File: src/rtl/multicycle_controller.sv
// Multicycle RISC-V main controller: Moore FSM sequencing fetch,
// decode, memory, ALU and branch steps, plus a sticky illegal flag.
module multicycle_controller (
    input  logic       clk,
    input  logic       rst,
    input  logic [6:0] op,
    input  logic [2:0] funct3,
    input  logic       funct7,
    input  logic       Zero,
    input  logic       Sign,
    input  logic       mem_ready,
    output logic       PCWrite,
    output logic       AdrSrc,
    output logic       MemWrite,
    output logic       IRWrite,
    output logic       RegWrite,
    output logic [1:0] ResultSrc,
    output logic [1:0] ALUSrcA,
    output logic [1:0] ALUSrcB,
    output logic [1:0] ImmSrc,
    output logic [2:0] AluControl,
    output logic [3:0] state,
    output logic       illegal
);

    localparam logic [6:0] OP_LW = 7'b0000011;
    localparam logic [6:0] OP_SW = 7'b0100011;
    localparam logic [6:0] OP_R  = 7'b0110011;
    localparam logic [6:0] OP_I  = 7'b0010011;
    localparam logic [6:0] OP_BR = 7'b1100011;

    typedef enum logic [3:0] {
        S_FETCH    = 4'd0,
        S_DECODE   = 4'd1,
        S_MEMADR   = 4'd2,
        S_MEMREAD  = 4'd3,
        S_MEMWB    = 4'd4,
        S_MEMWRITE = 4'd5,
        S_EXECR    = 4'd6,
        S_EXECI    = 4'd7,
        S_ALUWB    = 4'd8,
        S_BRANCH   = 4'd9
    } state_t;

    state_t     state_q;
    state_t     state_d;
    logic       illegal_q;
    logic       illegal_d;
    logic [2:0] alu_dec;
    logic       take_br;

    assign state   = state_q;
    assign illegal = illegal_q;

    // ALU operation selected by funct3/funct7 for register and immediate ops
    always_comb begin
        alu_dec = 3'b000;
        case (funct3)
            3'b000:         alu_dec = (funct7 && op[5]) ? 3'b010 : 3'b000;
            3'b001:         alu_dec = 3'b001;
            3'b010, 3'b011: alu_dec = 3'b000;
            default:        alu_dec = funct3;
        endcase
    end

    // Branch condition from the ALU flags of the compare cycle
    always_comb begin
        take_br = 1'b0;
        case (funct3)
            3'b000:  take_br = Zero;
            3'b001:  take_br = ~Zero;
            3'b100:  take_br = Sign;
            default: take_br = 1'b0;
        endcase
    end

    // Next state, sticky illegal update and per-state control outputs
    always_comb begin
        state_d    = state_q;
        illegal_d  = illegal_q;
        PCWrite    = 1'b0;
        AdrSrc     = 1'b0;
        MemWrite   = 1'b0;
        IRWrite    = 1'b0;
        RegWrite   = 1'b0;
        ResultSrc  = 2'b00;
        ALUSrcA    = 2'b00;
        ALUSrcB    = 2'b00;
        ImmSrc     = 2'b00;
        AluControl = 3'b000;
        case (state_q)
            S_FETCH: begin
                ALUSrcB   = 2'b10;
                ResultSrc = 2'b10;
                IRWrite   = mem_ready;
                PCWrite   = mem_ready;
                if (mem_ready) begin
                    state_d = S_DECODE;
                end
            end
            S_DECODE: begin
                ALUSrcA = 2'b01;
                ALUSrcB = 2'b01;
                if (op == OP_BR) begin
                    ImmSrc = 2'b10;
                end
                if (op == OP_LW || op == OP_SW) begin
                    state_d = S_MEMADR;
                end else if (op == OP_R) begin
                    state_d = S_EXECR;
                end else if (op == OP_I) begin
                    state_d = S_EXECI;
                end else if (op == OP_BR) begin
                    state_d = S_BRANCH;
                end else begin
                    state_d   = S_FETCH;
                    illegal_d = 1'b1;
                end
            end
            S_MEMADR: begin
                ALUSrcA = 2'b10;
                ALUSrcB = 2'b01;
                if (op[5]) begin
                    ImmSrc  = 2'b01;
                    state_d = S_MEMWRITE;
                end else begin
                    state_d = S_MEMREAD;
                end
            end
            S_MEMREAD: begin
                AdrSrc = 1'b1;
                if (mem_ready) begin
                    state_d = S_MEMWB;
                end
            end
            S_MEMWB: begin
                ResultSrc = 2'b01;
                RegWrite  = 1'b1;
                state_d   = S_FETCH;
            end
            S_MEMWRITE: begin
                AdrSrc   = 1'b1;
                MemWrite = 1'b1;
                if (mem_ready) begin
                    state_d = S_FETCH;
                end
            end
            S_EXECR: begin
                ALUSrcA    = 2'b10;
                AluControl = alu_dec;
                state_d    = S_ALUWB;
            end
            S_EXECI: begin
                ALUSrcA    = 2'b10;
                ALUSrcB    = 2'b01;
                AluControl = alu_dec;
                state_d    = S_ALUWB;
            end
            S_ALUWB: begin
                RegWrite = 1'b1;
                state_d  = S_FETCH;
            end
            S_BRANCH: begin
                ALUSrcA    = 2'b10;
                AluControl = 3'b010;
                ImmSrc     = 2'b10;
                PCWrite    = take_br;
                state_d    = S_FETCH;
            end
            default: begin
                state_d = S_FETCH;
            end
        endcase
    end

    // State and illegal-flag registers, cleared asynchronously
    always_ff @(posedge clk or negedge rst) begin
        if (!rst) begin
            state_q   <= S_FETCH;
            illegal_q <= 1'b0;
        end else begin
            state_q   <= state_d;
            illegal_q <= illegal_d;
        end
    end

endmodule

File: config.mk
export PLATFORM = sky130hd
export DESIGN_NAME = multicycle_controller
export DESIGN_NICKNAME = d
export VERILOG_FILES = /design/src/rtl/multicycle_controller.sv
export SDC_FILE = /design/constraint.sdc
export NUM_CORES = 1
export LEC_CHECK = 0
export ABC_AREA = 1
export BUFFER_PORTS_ARGS = -buffer_cell sky130_fd_sc_hd__buf_2
export CAP_MARGIN = 15
export CORE_AREA = 3 3 40 42
export CTS_BUF_LIST = sky130_fd_sc_hd__clkbuf_4
export DETAILED_ROUTE_END_ITERATION = 6
export DIE_AREA = 0 0 43 45
export PLACE_DENSITY = 0.82
export SETUP_SLACK_MARGIN = 0.05
export SLEW_MARGIN = 20
export SYNTH_ARGS = -nofsm -noshare
export SYNTH_HDL_FRONTEND = slang
export SYNTH_SLANG_ARGS = --single-unit
File: constraint.sdc
create_clock -name clk -period 2.6 [get_ports clk]
set_input_delay 0.52 -clock clk [delete_from_list [all_inputs] [get_ports clk]]
set_output_delay 0.52 -clock clk [all_outputs]
set_load 0.01 [all_outputs]
==> flow_summary.ini, run 1 <==
[outcome]
status = finished, final reports clean

[power]
power.density_nw_per_um2 = 654
clkPwrFrac = 0.214
pwr-share-comb = 0.557
p_seq_frac = 0.230
vdd_drop_max_mv = 0.332
power_leakage_nw = 0.463
switching_share = 0.460
p_int_uw = 258
p_switching_uw = 220
report.power.total_uw = 478

[synth]
synth_top_area_cell = dfrtp_1
synth_nets = 102
synth.most_common_cell = nand2_1
yosysUniqueCellTypes = 18
netlist_area_um2 = 509
ys_top_cells_by_count = nand2_1 (21), inv_1 (14), nor2_1 (12)
synth_cells = 86
avgSynthCellArea_um2 = 5.92
yosysWarningCount = 0
async_flop_share = 1.00
synth_top_cells_by_area = dfrtp_1 (25%), nand2_1 (15%), inv_1 (10%)
synth_top_area_frac = 0.246
ys_ff_latch = 5
synth_edf_count = 0
yosysSeqAreaShare = 0.246
ys.flop_type = dfrtp_1

[route]
drt_pass1_iterations = 4
final_antenna_net_count = 0
wl_mm = 1.43
vias = 680
drc = 0
drt-initial-drc-count = 20
viasPerCell = 4.86
wire_per_inst_um = 10.2

[critical_path]
crit_fanout = 5
worstSetupPathType = reg -> out
cp.arrival_ns = 1.44
r2r_slack_ns = 1.34
cp-start-kind = register
slowest_delay_ns = 0.42
cp_top_family = flip-flops
crit_required_ns = 2.08
cp-end-kind = output port
slowest_stage = dfrtp_1
r2r_start = state[3]
setup.worst_path.start = state[3]
critPathMostFrequentCell = nor2_1
cp_cell_sequence = nor2_2 > inv_2 > nor2_1 > nor2_1 > a21oi_1 > buf_2
cp.depth = 6
rr_endpoint = state[2]
r2r_cells = 6
path_buf_inv = 2

[cts]
cts_buffer_depth = 2
clockRootBuffer = clkbuf_4
path_clk_slew_ns = 0.05
h-tree-depth = 1
tritoncts = yes
clk_latency_ns = 0.24
cts_resized = 0
postCtsHoldBufs = 0
cts_sinks = 5
cts_inserted_buffers = 3
postCtsSetupRepairBufs = 0

[floorplan]
dieArea_um2 = 1940
io_pins = 37
die-height_um = 45
core-area_um2 = 1280
die_x_um = 43
start_util = 0.396
num_rows = 13

[final_layout]
drive_gt1_frac = 0.400
post-route-util = 0.569
design_area_um2 = 731
finalNetCount = 142
multiInputGateArea_um2 = 313
diodes = 0
fillCellCount = 130
seqCellArea_um2 = 125
area_delta_synth_final_pct = 43.5
finalNonFillerCells = 140

[sta]
hold_slack_ns = 0.0736
finClkSkew_ns = 0.00475
tns_ns = 0
maxSlewHeadroom = 0.841
setup_viol = 0
worst_slack_ns = 0.639
max_freq_mhz = 510
rsz0062_at_grt = false
worst_slew_pin_slew_ns = 0.238
final_max_slew_viol_count = 0
period_minus_slack_ns = 1.96
hold_viol = 0
fin_crit_sh = 0.754

[grt]
grt_max_degree = 8
grt_pass1_wl_mm = 2.22
grt_use_met1 = 0.183
grt_use_met2 = 0.254
grt-ovfl-total = 0
grtUsageMet3 = 0.0279
globalRouteTotalUtil = 0.152
antenna_found_initial = 0
grt_pass1_vias = 553
grt_most_used_layer = met2

[run]
maxCapViolCount = 0

[placement]
numPortBuffers = 36
place_inst = 136
globalplace.congestion = 0.874
dp_slack_ns = 0.853
dpl.hpwl_mm = 1.17
placed_cell_area_um2 = 701

[hold_path]
hold_path_class = in -> async
[layout make-up]
type	count	share of cell area
clock buffers	4	0.0411
inverters	17	0.0873
multi-input cells	63	0.428
flip-flops and latches	5	0.171
well taps	15	0.0257
repair buffers	36	0.247
[cell families after synthesis]
group,count (synthesis),share of synthesized area
simple gates,53,0.499
flops,5,0.246
compound gates,10,0.115
buf+inv,18,0.140
[registers in the layout, indices dropped and copies added, names as in the netlist]
register / flops
illegal: 1
state: 4
[metal layers]
layer	up-vias	share of wire
met5	-	0
met3	2	0.072
met4	0	0.013
met2	27	0.50
li1	353	-
met1	298	0.42
[layout by cell type, fill, tap and decap left out]
cell / count
dfrtp_1: 5
nor2_2: 2
nor2_4: 2
nor2_1: 12
a31o_1: 1
nand3b_1: 2
a21oi_1: 3
nand2_2: 2
nand3_1: 9
o21ai_0: 4
nand4_1: 2
o22ai_1: 1
buf_2: 36
inv_2: 3
o221ai_1: 1
nand2_1: 21
clkbuf_4: 4
nand3_2: 1
inv_1: 14
[worst max path at each step]
stage	endpoint	slack, ns
after global routing	ImmSrc[1]	0.54
after global placement	ImmSrc[1]	0.87
after CTS	PCWrite	0.67
after floorplan	PCWrite	1.01
final	AluControl[1]	0.64
after detailed placement	ImmSrc[1]	0.85
[power groups by stage]
stage | sequential [mW] | clock, mW | combinational [mW]
2_1_floorplan | 0.112 | 0 | 0.175
3_3_place_gp | 0.110 | 0 | 0.261
3_5_place_dp | 0.110 | 0 | 0.264
4_1_cts | 0.109 | 0.102 | 0.266
5_1_grt | 0.112 | 0.112 | 0.294
6_report | 0.110 | 0.102 | 0.266
No activity file was read; power rests on OpenSTA's default activity.
==> run 2: changes to the inputs <==
- clock period: 2.6 -> 1.9 ns (I/O delays scaled with it)
==> run 2 against run 1 <==
Compared with the run above: clock-buffer cell count unchanged; clock skew shrank 0.0014 ns; register-to-register slack worse by 0.76 ns; final cell count up 2.1%; non-clock buffer count grew 3; power rose by 47%; worst setup slack lost 0.54 ns; sequential share of layout area down 0.35 points; die area did not move; critical path depth unchanged; routed wire length up 10%; largest cell class unchanged; clock power is 45% higher.
==> flow_summary.ini, run 2 (synthesis gave the netlist of run 1 again) <==
[final_layout]
finalNonFillerCells = 143
post-route-util = 0.592
largest_reg_flops = 4
seqCellArea_um2 = 128
layout_commonest_cell = buf_2
multiInputGateArea_um2 = 315
drive_gt1_frac = 0.430
area_delta_synth_final_pct = 49.4
finalNetCount = 145
final_cell_mix = buf_2 (36), nand2_1 (21), inv_1 (14)
diodes = 0
fillCellCount = 128

[sta]
worst_slew_pin_slew_ns = 0.237
max_freq_mhz = 555
rsz0062_at_grt = true
setup_viol = 0
hold_viol = 0
period_minus_slack_ns = 1.80
hold_slack_ns = 0.369
finClkSkew_ns = 0.00333
tns_ns = 0
fin_crit_sh = 0.948
final_max_slew_viol_count = 0
maxSlewHeadroom = 0.842

[cts]
clockRootBuffer = clkbuf_4
path_clk_slew_ns = 0.05
tritoncts = yes
cts_sinks = 5
cts_buffer_depth = 2
clk_latency_ns = 0.26
h-tree-depth = 1
cts_inserted_buffers = 3

[grt]
grt-ovfl-total = 0
grt_pass1_vias = 619
grt_pass1_wl_mm = 2.35
globalRouteTotalUtil = 0.166
grt_max_degree = 8
antenna_found_initial = 0

[critical_path]
path_buf_inv = 2
slowest_stage = dfrtp_1
cp-start-kind = register
r2r_start = state[3]
r2r_cells = 6
r2r_slack_ns = 0.58
slowest_delay_ns = 0.42
setup.worst_path.start = state[3]
rr_endpoint = state[2]
worstSetupPathType = reg -> out
cp.arrival_ns = 1.42
cp.depth = 6
critPathMostFrequentCell = nor2_1
cp_top_family = flip-flops
crit_fanout = 5
crit_required_ns = 1.52
cp_cell_sequence = nor2_2 > inv_2 > nor2_1 > nor2_1 > a21oi_1 > buf_2
crit_path_end = AluControl[1]
cp-end-kind = output port

[power]
p_int_uw = 382
clkPwrFrac = 0.212
power_leakage_nw = 0.475
power.density_nw_per_um2 = 922
switching_share = 0.456
p_seq_frac = 0.219
pwr-share-comb = 0.569
p_switching_uw = 320
vdd_drop_max_mv = 0.481

[route]
drt-initial-drc-count = 28
vias = 693
wire_per_inst_um = 11.0
drt_pass1_iterations = 4
final_antenna_net_count = 0
viasPerCell = 4.85
drc = 0
wl_mm = 1.57

[placement]
place_inst = 136
numPortBuffers = 36
dpl.hpwl_mm = 1.22
globalplace.congestion = 0.839

[outcome]
status = finished, final reports clean

[floorplan]
num_rows = 13
dieArea_um2 = 1940
io_pins = 37
start_util = 0.396
die_x_um = 43
core-area_um2 = 1280
die-height_um = 45

[run]
maxCapViolCount = 0

[hold_path]
hold_path_class = in -> reg
-- run 2: cell count changes in the layout (fill, tap and decap cells not counted) --
cell           previous run  this run
nor2_2                    2         3
nor2_1                   12        11
dfrtp_1                   5         3
dlygate4sd3_1             0         1
dfrtp_2                   0         2
buf_4                     0         2
-- run 2: worst register-to-register path, delay by kind of cell, from the launching register on --
family | cells | cell delay (ns)
DFF | 1 | 0.42
and+or+nand+nor | 6 | 0.79
-- run 2: per-stage QoR --
step / instance area [µm²] / setup slack (ns) / power, mW
global route: 761 / 0.0148 / 0.762
detailed placement: 701 / 0.336 / 0.513
CTS: 741 / 0.0551 / 0.665
finish: 761 / 0.0995 / 0.702
global placement: 701 / 0.346 / 0.508
floorplan: 509 / 0.447 / 0.393
-- run 2: area by class of cell --
type,instances,share of cell area
Clock buffer,4,0.0395
Tap cell,15,0.0247
Timing Repair Buffer,39,0.270
Sequential cell,5,0.168
Inverter,17,0.0839
Multi-Input combinational cell,63,0.414
-- run 2: how the worst min path moves through the flow --
stage / cells after the start / slack (ns) / endpoint / from
global placement: 1 / 0.19 / illegal / rst
global route: 2 / 0.36 / state[1] / mem_ready
CTS: 2 / 0.37 / state[1] / mem_ready
finish: 2 / 0.37 / state[1] / mem_ready
detailed placement: 1 / 0.19 / illegal / rst
floorplan: 0 / 0.08 / illegal / rst
-- run 2: timing repair --
action                                  4_1_cts  5_1_grt
endpoints found under the hold margin         5        0
setup buffers                                 0        2
endpoints found under the setup margin        0        6
hold buffers                                  1        0
gates resized for setup                       0        3
-- run 2: routing by layer --
metal | track usage | part of all wire
met2 | 0.257 | 0.49
met3 | 0.0398 | 0.066
met1 | 0.193 | 0.43
met5 | 0 | 0
met4 | 0.139 | 0.017
-- run 2: power groups by stage --
stage                     Sequential, mW  Combinational [mW]  Clock [mW]
after global routing               0.158               0.443       0.161
after detailed placement           0.151               0.362           0
after CTS                          0.150               0.365       0.151
after global placement             0.150               0.358           0
final                              0.154               0.399       0.148
after floorplan                    0.153               0.239           0
